<file path="config.mk">
export PLATFORM = sky130hd
export DESIGN_NAME = tc_timer
export DESIGN_NICKNAME = d
export VERILOG_FILES = /design/src/rtl/tc_timer.sv
export SDC_FILE = /design/constraint.sdc
export NUM_CORES = 1
export LEC_CHECK = 0
export CORE_UTILIZATION = 53
export DETAILED_ROUTE_END_ITERATION = 10
export GPL_TIMING_DRIVEN = 0
export PLACE_DENSITY = 0.86
export SETUP_SLACK_MARGIN = 0.02
export SLEW_MARGIN = 20
export SYNTH_ARGS = -nofsm -noshare
export SYNTH_HDL_FRONTEND = slang
export SYNTH_SLANG_ARGS = --single-unit
</file>
<file path="constraint.sdc">
create_clock -name clk -period 3.5 [get_ports clk]
set_input_delay 0.7 -clock clk [delete_from_list [all_inputs] [get_ports clk]]
set_output_delay 0.7 -clock clk [all_outputs]
set_load 0.03 [all_outputs]
</file>
<file path="src/rtl/tc_timer.sv">
// tc_timer: memory-mapped down-counting timer with one-shot and
// auto-reload modes and a maskable interrupt output.
//
// Register map (addr[3:2]):
//   00 CTRL   : bit0 EN, bits2:1 MODE (01 = auto-reload, else one-shot),
//               bit3 IM (irq mask); upper bits read 0
//   01 PRESET : 32-bit read/write, byte-lane writable
//   10 COUNT  : 32-bit read-only
//   11        : reads 0, writes ignored
//
// Bus handshake: there is no valid/ready pair on this port. A store is a
// single-cycle 'we' pulse that is always accepted at the edge where it is
// sampled; a load is a combinational read of 'rdata' for the current 'addr'.
//
// The FSM state is exported on dbg_state (0 IDLE, 1 LOAD, 2 CNT, 3 INT).
module tc_timer (
   input  logic        clk,
   input  logic        reset,
   input  logic [31:0] addr,
   input  logic        we,
   input  logic [3:0]  byteen,
   input  logic [31:0] wdata,
   output logic [31:0] rdata,
   output logic        irq,
   output logic [1:0]  dbg_state
);

   localparam logic [1:0] S_IDLE = 2'd0;
   localparam logic [1:0] S_LOAD = 2'd1;
   localparam logic [1:0] S_CNT  = 2'd2;
   localparam logic [1:0] S_INT  = 2'd3;

   localparam logic [1:0] A_CTRL   = 2'd0;
   localparam logic [1:0] A_PRESET = 2'd1;
   localparam logic [1:0] A_COUNT  = 2'd2;

   logic [1:0]  state;
   logic [3:0]  ctrl;
   logic [31:0] preset;
   logic [31:0] count;
   logic        irq_flag;

   logic        ctrl_wr;
   logic        preset_wr;
   logic        auto_reload;
   logic        unused_addr_bits;

   assign ctrl_wr     = we && (addr[3:2] == A_CTRL);
   assign preset_wr   = we && (addr[3:2] == A_PRESET);
   // MODE 1x falls back to one-shot, so only the exact 01 pattern reloads.
   assign auto_reload = (ctrl[2:1] == 2'b01);

   // Only addr[3:2] is decoded; the bridge already qualified the window.
   assign unused_addr_bits = ^{addr[31:4], addr[1:0]};

   // FSM and register file; bus writes are applied after the FSM so a CTRL
   // write wins over the FSM's own EN-clear in INT and clears irq_flag.
   always_ff @(posedge clk) begin
      if (reset) begin
         state    <= S_IDLE;
         ctrl     <= 4'd0;
         preset   <= 32'd0;
         count    <= 32'd0;
         irq_flag <= 1'b0;
      end else begin
         case (state)
            S_IDLE: begin
               if (ctrl[0]) state <= S_LOAD;
            end
            S_LOAD: begin
               count <= preset;
               state <= S_CNT;
            end
            S_CNT: begin
               if (!ctrl[0]) begin
                  // Disabled mid-count: COUNT is held, next enable reloads.
                  state <= S_IDLE;
               end else if (count > 32'd1) begin
                  count <= count - 32'd1;
               end else begin
                  // count of 0 or 1 both expire here, so PRESET=0 acts as 1.
                  count    <= 32'd0;
                  irq_flag <= 1'b1;
                  state    <= S_INT;
               end
            end
            S_INT: begin
               state <= S_IDLE;
               if (auto_reload) irq_flag <= 1'b0;
               else             ctrl[0]  <= 1'b0;
            end
         endcase

         if (ctrl_wr) begin
            if (byteen[0]) ctrl <= wdata[3:0];
            irq_flag <= 1'b0;
         end

         if (preset_wr) begin
            for (int i = 0; i < 4; i++) begin
               if (byteen[i]) preset[8*i +: 8] <= wdata[8*i +: 8];
            end
         end
      end
   end

   // Zero-latency read mux over the current register contents.
   always_comb begin
      rdata = 32'd0;
      case (addr[3:2])
         A_CTRL:   rdata = {28'd0, ctrl};
         A_PRESET: rdata = preset;
         A_COUNT:  rdata = count;
         default:  rdata = 32'd0;
      endcase
   end

   assign irq       = ctrl[3] & irq_flag;
   assign dbg_state = state;

endmodule

</file>
==> results_dict.tcl, run 1 <==
set metrics [dict create \
    max-vdd-ir-drop_uv 258.6 \
    pin_count 106 \
    gp_congestion 0.9470 \
    fin_setup_tns_ns 0 \
    n_antenna_cell 0 \
    slew_headroom_pct 20.37 \
    crit_slowest_cell "sky130_fd_sc_hd__clkdlybuf4s50_1" \
    run_status "finished, final reports clean" \
    yosysTopAreaCellShare_pct 35.17 \
    syn_avg_cell_area_um2 7.582 \
    finish.net_count 690 \
    critPathLaunchType "input port" \
    drt_pass1_iterations 6 \
    synth_area_leader_cell "sky130_fd_sc_hd__dfxtp_1" \
    first_iter_violations 462 \
    power.density_cell_area_nw_per_um2 348.2 \
    design_power_total_w 0.001756 \
    layout-drive-gt1-share_pct 6.119 \
    final_util_pct 68.78 \
    grt_usage_pct 38.07 \
    worst_hold_path.num_cells 2 \
    clk_pin_slew_ns 0.09 \
    skew_ns 0.01351 \
    final.min_clock_period_ns 3.457 \
    power.share.switching_pct 32.04 \
    critPathBufInv 4 \
    floorplan.core_area_um2 7331 \
    finalNonFillerCells 720 \
    via_count_of_the_first_global_routing_pass 4441 \
    synthTopCellsByArea "sky130_fd_sc_hd__dfxtp_1 (35%), sky130_fd_sc_hd__nand2_1 (7.5%), sky130_fd_sc_hd__a21oi_1 (6.7%), sky130_fd_sc_hd__a22o_1 (6.1%), sky130_fd_sc_hd__o21ai_0 (4.5%)" \
    crit_arrival_ns 2.76 \
    cell_by_cell_listing_of_the_critical_path "clkdlybuf4s50_1 > nor2b_2 > clkbuf_4 > buf_2 > a22o_1 > dlygate4sd2_1" \
    clk_latency_ns 0.35 \
    place_inst 705 \
    period_utilisation_layout_pct 98.76 \
    timing.critical_path.max_delay_family "buffers and inverters" \
    synthCells 533 \
    htree_num_levels 3 \
    initial_core_util_pct 55.13 \
    p_sw_w 0.0005624 \
    grt.overflow.total 0 \
    timing_worst_slew_pin_value_ns 1.185 \
    rsz0062_at_grt "no" \
    leakagePower_nw 1.917 \
    critPathMaxFanout 10 \
    setup_viol_count_final 0 \
    r2r_end "irq_flag$_SDFFE_PP0P_" \
    yosysSeqAreaShare_pct 35.17 \
    tritoncts "done" \
    cts-root-to-sink-buffers 2 \
    synthesis.yosys.warnings 0 \
    worstHoldEndpoint "preset[21]$_SDFFE_PP0P_" \
    die_height_um 89.32 \
    number_of_nets_with_antenna_violations_after_detailed_routing 0 \
    timing.hold.worst.class "flop to flop" \
    grt_start_max_net_pins 13 \
    area_growth_syn_to_layout_pct 24.77 \
    dr_total_vias 4753 \
    synth_seq_cells 71 \
    worst_hold_launch "preset[21]$_SDFFE_PP0P_" \
    post_synth_num_cell_types 53 \
    drt-wirelength-per-cell_um 20.38 \
    timing.fmax_ghz 0.2893 \
    syn-num-nets 606 \
    hold_viol 0 \
    worst_path_largest_cell_delay_ns 0.59 \
    worst_r2r_setup_slack_ns 0.61 \
    r2r.worst_path.cells 6 \
    power.sequential.fraction_pct 47.9 \
    path_class "input port to primary output" \
    filler_instances 642 \
    clock_tree.root_cell "sky130_fd_sc_hd__clkbuf_8" \
    end_kind "primary output" \
    power.combinational.fraction_pct 18.9 \
    synthesized_cell_area_um2 4041 \
    final-max-slew-violation-count 0 \
    die-area_um2 7978 \
    drcViolationCount 0 \
    io_buffers 73 \
    fin_hold_ws_ns 0.4860 \
    placement_rows 31 \
    r2r_start "count[8]$_SDFFE_PP0P_" \
    postCtsHoldBufs 0 \
    power.internal_w 0.001193 \
    die-width_um 89.32 \
    drv_cap 0 \
    ys.flop_type "sky130_fd_sc_hd__dfxtp_1" \
    antenna_violations_before_repair 0 \
    grt_first_pass_wirelength_mm 22.51 \
    most-common-layout-cells "sky130_fd_sc_hd__nand2_1 (81), sky130_fd_sc_hd__dfxtp_1 (71), sky130_fd_sc_hd__a21oi_1 (54)" \
    cts_buffers 9 \
    worst_path_required_ns 2.80 \
    drt-vias-per-instance 6.601 \
    totalWireLength_mm 14.67 \
    cts_num_sinks 71 \
    mostFrequentLayoutCell "sky130_fd_sc_hd__nand2_1" \
    post-dp-hpwl_mm 10.62 \
    synth_enable_flop_cells 0 \
    asyncSetResetFlopFracSynth_pct 0 \
    pwr-share-clk_pct 33.2 \
]
-- worst max-delay path by stage --
stage | from | endpoint | cells after the start
after floorplan | addr[3] | rdata[0] | 6
after global placement | addr[2] | rdata[29] | 6
after detailed placement | addr[2] | rdata[26] | 6
after CTS | addr[2] | rdata[9] | 6
after global routing | addr[2] | rdata[24] | 6
final | addr[2] | rdata[11] | 6
-- metrics by stage --
stage / area, um^2 / setup WS, ns
5_1_grt: 5042 / 0.05675
4_1_cts: 5037 / 0.04210
6_report: 5042 / 0.04339
2_1_floorplan: 4041 / 0.7601
3_5_place_dp: 4896 / -0.7260
3_3_place_gp: 4896 / -0.7460
-- flip-flops by register name, summed over array words and instances (netlist names) --
register	count
count	32
ctrl	4
dbg_state	2
irq_flag	1
preset	32
-- logic make-up (layout without fill, tap and decap cells) --
| kind of cell | count (synthesis) | after routing | synth area share (%) |
|---|---|---|---|
| buffers and inverters | 51 | 139 | 5.015 |
| AOI/OAI and AO/OA | 178 | 178 | 29.51 |
| and+or+nand+nor | 218 | 218 | 26.53 |
| DFF | 71 | 71 | 35.17 |
| muxes | 10 | 10 | 2.508 |
| xor gates and xnor gates | 3 | 3 | 0.6503 |
| adders and majority gates | 2 | 2 | 0.6191 |
-- per-layer routing --
metal | global-route usage, % | vias up | part of all wire (%)
met5 | 0 | - | 0
met4 | 19.48 | 0 | 3.9
met3 | 8.126 | 55 | 12
met2 | 59.40 | 337 | 44
met1 | 49.71 | 2214 | 40
li1 | - | 2147 | -
-- what timing repair did --
item / in CTS / in global routing
buffers inserted: 0 / 0
setup endpoints to repair: 32 / 25
gates resized for setup: 40 / 3
pin swaps: 0 / 0
-- area by class of cell --
type	instances	area, um^2	share of cell area, %
buffer	43	188.9	3.747
timing repair buffer	73	695.7	13.80
multi-input combinational	411	2420	47.99
tap	99	123.9	2.457
inverter	8	30.03	0.5955
clock buffer	9	123.9	2.457
sequential	71	1421	28.19
clock inverter	6	38.79	0.7692
-- tightest hold or removal path: cells and delay by family, from the launching register on --
| family | cells | cell delay (ns) |
|---|---|---|
| and+or+nand+nor | 1 | 0.06 |
| AOI/OAI and AO/OA | 1 | 0.05 |
| DFF | 1 | 0.33 |
-- power groups by stage --
stage | Clock, W | Combinational [W] | Sequential, W
6_report | 0.000584 | 0.000332 | 0.000840
5_1_grt | 0.000604 | 0.000351 | 0.000841
4_1_cts | 0.000575 | 0.000319 | 0.000839
3_5_place_dp | 0 | 0.000319 | 0.000858
3_3_place_gp | 0 | 0.000316 | 0.000857
2_1_floorplan | 0 | 0.000192 | 0.000851
-- cells in the mapped netlist, types with 9 or more instances --
library cell,n
sky130_fd_sc_hd__a211oi_1,19
sky130_fd_sc_hd__a21oi_1,54
sky130_fd_sc_hd__a22o_1,28
sky130_fd_sc_hd__clkbuf_1,36
sky130_fd_sc_hd__dfxtp_1,71
sky130_fd_sc_hd__mux2i_1,9
sky130_fd_sc_hd__nand2_1,81
sky130_fd_sc_hd__nand3_1,27
sky130_fd_sc_hd__nand4_1,9
sky130_fd_sc_hd__nor2_1,39
sky130_fd_sc_hd__nor3_1,9
sky130_fd_sc_hd__nor4_1,12
sky130_fd_sc_hd__o21ai_0,36
Note: power is estimated with default switching activity, not from simulation.
==> run 2, diff against run 1 <==
--- a/config.mk
+++ b/config.mk
@@ -8,6 +8,7 @@
 export CORE_UTILIZATION = 53
 export DETAILED_ROUTE_END_ITERATION = 10
 export GPL_TIMING_DRIVEN = 0
+export HOLD_SLACK_MARGIN = 0.08
 export PLACE_DENSITY = 0.86
 export SETUP_SLACK_MARGIN = 0.02
 export SLEW_MARGIN = 20
==> results of run 2 <==
The final DEF is identical to that of run 1; final timing and power are the same.
==> run 3, diff against run 2 <==
--- a/config.mk
+++ b/config.mk
@@ -5,6 +5,7 @@
 export SDC_FILE = /design/constraint.sdc
 export NUM_CORES = 1
 export LEC_CHECK = 0
+export CAP_MARGIN = 20
 export CORE_UTILIZATION = 53
 export DETAILED_ROUTE_END_ITERATION = 10
 export GPL_TIMING_DRIVEN = 0
==> results of run 3 <==
The final DEF is identical to that of run 1; final timing and power are the same.
